## config.mk

```make
export PLATFORM = sky130hd
export DESIGN_NAME = rr_sel_sequencer
export DESIGN_NICKNAME = d
export VERILOG_FILES = /design/src/rtl/rr_sel_sequencer.sv
export SDC_FILE = /design/constraint.sdc
export NUM_CORES = 1
export LEC_CHECK = 0
export CAP_MARGIN = 25
export CORE_UTILIZATION = 39
export DETAILED_ROUTE_END_ITERATION = 16
export GPL_TIMING_DRIVEN = 0
export PLACE_DENSITY = 0.58
export SLEW_MARGIN = 20
export SYNTH_ARGS = -nofsm -noshare
export SYNTH_HDL_FRONTEND = slang
export SYNTH_SLANG_ARGS = --single-unit
```

## constraint.sdc

```tcl
create_clock -name clk_in -period 2.45 [get_ports clk_in]
set_input_delay 0.49 -clock clk_in [delete_from_list [all_inputs] [get_ports clk_in]]
set_output_delay 0.49 -clock clk_in [all_outputs]
set_load 0.005 [all_outputs]
```

## src/rtl/rr_sel_sequencer.sv

```systemverilog
// Round-robin select sequencer: grants one of four channel requests for a
// fixed slot of HOLD_CYCLES clocks and drives the 2-bit select of a 4:1 mux.
module rr_sel_sequencer #(
    parameter int unsigned HOLD_CYCLES = 4   // legal range 1..255
) (
    input  logic       clk_in,
    input  logic       rst_n_in,
    input  logic       en_in,
    input  logic [3:0] req_in,
    output logic [1:0] sel_out,
    output logic [3:0] grant_out,
    output logic       valid_out,
    output logic       slot_done_out
);

    typedef enum logic {
        S_IDLE,
        S_GRANT
    } state_t;

    localparam logic [7:0] LP_RELOAD = 8'(HOLD_CYCLES - 1);

    state_t     r_state;
    logic [1:0] r_sel;
    logic [3:0] r_grant;
    logic       r_valid;
    logic [7:0] r_cnt;
    logic [1:0] r_last;

    logic [1:0] w_winner;
    logic       w_any_req;

    assign w_any_req = |req_in;

    // Scan starts just after the last-served channel, so it has lowest priority.
    always_comb begin
        logic [1:0] idx;
        logic       found;
        // NOTE: every variable gets a default first so no latch is inferred.
        w_winner = r_last;
        found    = 1'b0;
        idx      = r_last;
        for (int k = 1; k <= 4; k++) begin
            idx = r_last + 2'(k);
            if (!found && req_in[idx]) begin
                w_winner = idx;
                found    = 1'b1;
            end
        end
    end

    // NOTE: sequential state uses non-blocking assignments only.
    always_ff @(posedge clk_in or negedge rst_n_in) begin
        if (!rst_n_in) begin
            r_state <= S_IDLE;
            r_sel   <= 2'b00;
            r_grant <= 4'b0000;
            r_valid <= 1'b0;
            r_cnt   <= 8'd0;
            r_last  <= 2'b11;
        end else begin
            case (r_state)
                S_IDLE: begin
                    if (en_in && w_any_req) begin
                        r_state <= S_GRANT;
                        r_sel   <= w_winner;
                        r_grant <= 4'b0001 << w_winner;
                        r_valid <= 1'b1;
                        r_cnt   <= LP_RELOAD;
                        r_last  <= w_winner;
                    end else begin
                        r_grant <= 4'b0000;
                        r_valid <= 1'b0;
                        r_cnt   <= 8'd0;
                    end
                end
                S_GRANT: begin
                    if (!en_in) begin
                        r_state <= S_IDLE;
                        r_grant <= 4'b0000;
                        r_valid <= 1'b0;
                        r_cnt   <= 8'd0;
                    end else if (req_in[r_sel] && (r_cnt != 8'd0)) begin
                        r_cnt <= r_cnt - 8'd1;
                    end else if (w_any_req) begin
                        // Back-to-back slot; sel_out may stay put on a sole requester.
                        r_sel   <= w_winner;
                        r_grant <= 4'b0001 << w_winner;
                        r_cnt   <= LP_RELOAD;
                        r_last  <= w_winner;
                    end else begin
                        r_state <= S_IDLE;
                        r_grant <= 4'b0000;
                        r_valid <= 1'b0;
                        r_cnt   <= 8'd0;
                    end
                end
                default: begin
                    r_state <= S_IDLE;
                    r_grant <= 4'b0000;
                    r_valid <= 1'b0;
                    r_cnt   <= 8'd0;
                end
            endcase
        end
    end

    assign sel_out       = r_sel;
    assign grant_out     = r_grant;
    assign valid_out     = r_valid;
    assign slot_done_out = r_valid & (r_cnt == 8'd0);

endmodule

```

==> metrics.md <==
| Metric | Value |
|---|---|
| Outcome | complete, no violations |
| Port buffer count | 14 |
| Path depth of the worst reg2reg path | 4 |
| FFs w/ async S/R, synth | 1.00 |
| Synth cell types | 29 |
| R2r setup slk | 0.41 ns |
| Slew headroom | 0.471 |
| RSZ-0062 raised after global routing | false |
| Fin cells | 126 |
| Cts bufs inserted | 3 |
| Clk pwr share | 0.176 |
| Pwr Total | 1.05 mW |
| Largest net degree at the start of global routing | 19 |
| GRT Util Overall | 0.158 |
| First-pass GRT wire length | 2990 um |
| Critical Path Sink Type | output port |
| Clock Sinks | 18 |
| Total routed wirelength | 1740 um |
| Leakage power | 0.504 nW |
| Placement Rows | 17 |
| Residual DRC count | 0 |
| Layout cell share with drive strength beyond 1 | 0.163 |
| VDD IR-drop max | 576 uV |
| Synth top area cells | dfrtp_1 43%, dfstp_2 5.6%, mux2_4 4.8% |
| Die height | 51.1 um |
| TritonCTS clock tree | yes |
| DR iter-0 viols | 3 |
| Max cap viols | 0 |
| Placed cell count | 122 |
| Mapped Cells | 80 |
| Vias/cell | 5.34 |
| Tightest Pin Transition | 0.790 ns |
| Worst Hold Path Cells | 1 |
| Post-synth top area cell | dfrtp_1 |
| Seq pwr share | 0.425 |
| Die area | 2610 sq um |
| Worst Path Arrival | 1.78 ns |
| Clk slew on worst S/H paths | 0.11 ns |
| Worst-path cell with the longest stage delay | or4_4 |
| Initial Util | 0.421 |
| Slew Viols, Final | 0 |
| Hold_buf cts | 0 |
| Switching share of power | 0.322 |
| FMAX | 441 MHz |
| Logic pwr share | 0.399 |
| Yosys reg bits | 18 |
| Vias in the first global route | 643 |
| Hold Worst Slack | 0.476 ns |
| Worst path cell trace | or4_4 > nor4_1 > dlygate4sd2_1 |
| Crit Path Class | flop to output port |
| Max incr delay on CP | 0.57 ns |
| Post-DP Area | 1110 sq um |
| Diodes inserted | 0 |
| Main synth FF type | dfrtp_1 |
| Synth cell count leaders | 16 x dfrtp_1, 9 x nor2_1, 7 x a21oi_1 |
| Register area share after synthesis | 0.482 |
| Area delta synth->final | 22.4% |
| Final Instance Area | 1150 sq um |
| Sum Neg Setup Slack | 0 ns |
| Pwr dens | 916 nW/um^2 |
| Initial antenna violation count | 0 |
| Aggregate global routing overflow | 0 |
| Detailed Routing Iterations Pass 1 | 3 |
| Syn_nets | 89 |
| Post-synth EDFFs | 0 |
| H-tree depth | 1 |
| HP Class | flop to flop |
| NetSw | 0.339 mW |
| Root Buffer | clkbuf_4 |
| CP Launch Type | flop |
| Placer Congestion | 0.723 |
| Clk_lat worst skew | 0.29 ns |
| Vias | 673 |
| Die width | 51.1 um |
| Cell Int Power | 0.714 mW |
| Syn avg cell area | 11.7 sq um |
| Core Box Area | 2230 sq um |
| Syn. warnings | 0 |
| Crit share post-route | 0.925 |
| Mapped Area | 940 sq um |
| Crit path buf inv count | 1 |
| Share of the synthesized area in the top cell type | 0.426 |
| # setup viols final | 0 |
| Final ANT Viol Nets | 0 |
| WP data required | 1.96 ns |
| Clock tree buffer depth | 2 |
| Skew final | 0.00157 ns |
| IO Count | 15 |
| CP Max Fanout | 3 |
| Number of cells on the critical path | 3 |
| Min cycle time layout | 2.27 ns |
| Top Family by Delay on Critical Path | simple AND/OR/NAND/NOR gates |
| Net count, final | 108 |
| Final Hold Fails | 0 |
| WL/cell | 13.8 um |
| Most common cell in the netlist | dfrtp_1 |
| HPWL Detailed | 1280 um |
## per-layer routing
layer | GRT usage | up-vias | routed length, um
met1 | 0.235 | 329 | 956
met4 | 0.0556 | 0 | 14
met5 | 0 | - | 0
met3 | 0.0387 | 2 | 52
li1 | - | 332 | -
met2 | 0.219 | 10 | 718
## registers in the layout, summed over array words and instances (netlist names)
name       count
r_state        1
r_last         2
sel_out        2
r_cnt          8
grant_out      4
valid_out      1
## path summary, 6_finish.rpt
path,from,endpoint
setup / recovery,r_cnt[5],slot_done_out
hold / removal,r_state,valid_out
setup reg to reg,r_cnt[5],sel_out[0]
hold reg to reg,r_state,valid_out
max in group asynchronous,rst_n_in,r_cnt[3]
min in group asynchronous,rst_n_in,sel_out[1]
## cell usage in the layout, fill, tap and decap left out, drive strengths merged, types with 2 or more instances in the layout
cell	netlist	routed
dfrtp	16	16
clkdlybuf4s50	0	13
nor2	10	10
a21oi	7	7
inv	6	6
nand2b	4	4
xnor2	4	4
a32o	4	4
clkbuf	0	4
nand2	3	3
mux2	3	3
or3	2	2
nor4	2	2
ha	2	2
dfstp	2	2
or4	2	2
## final cells by class
type / instances / area, sq um
Clock buffer: 4 / 36.3
Fill cell: 219 / 1080
Inverter: 6 / 22.5
Multi-Input combinational cell: 56 / 464
Sequential cell: 18 / 453
Tap cell: 28 / 35.0
Timing Repair Buffer: 14 / 139
## through the flow
| stage | worst slack (ns) | util |
|---|---|---|
| final | 0.184 | 0.515 |
| after global routing | 0.0670 | 0.515 |
| after CTS | 0.175 | 0.515 |
| after detailed placement | 0.0642 | 0.499 |
| after global placement | 0.0622 | 0.499 |
| after floorplan | 0.518 | - |
## logic make-up (layout without fill, tap and decap cells)
kind of cell,Yosys count,in the layout,share of synthesized area
AO/OA/AOI/OAI,18,18,0.174
flip-flops,18,18,0.482
adder cells (fa/ha/maj),2,2,0.0266
AND/OR/NAND/NOR,26,26,0.164
buffers and inverters,6,24,0.0240
XOR/XNOR,5,5,0.0466
multiplexers,5,5,0.0826
## power by group through the flow
stage	registers (mW)	clock network (mW)	logic, mW
after global routing	0.459	0.204	0.464
after floorplan	0.439	0	0.278
after detailed placement	0.452	0	0.423
final	0.447	0.186	0.421
after CTS	0.446	0.191	0.425
after global placement	0.449	0	0.422
## what timing repair did
item	in CTS	in global routing
setup endpoints to repair	1	0
setup buffers	0	0
resized for setup	1	0
(Power assumes the default switching activity.)
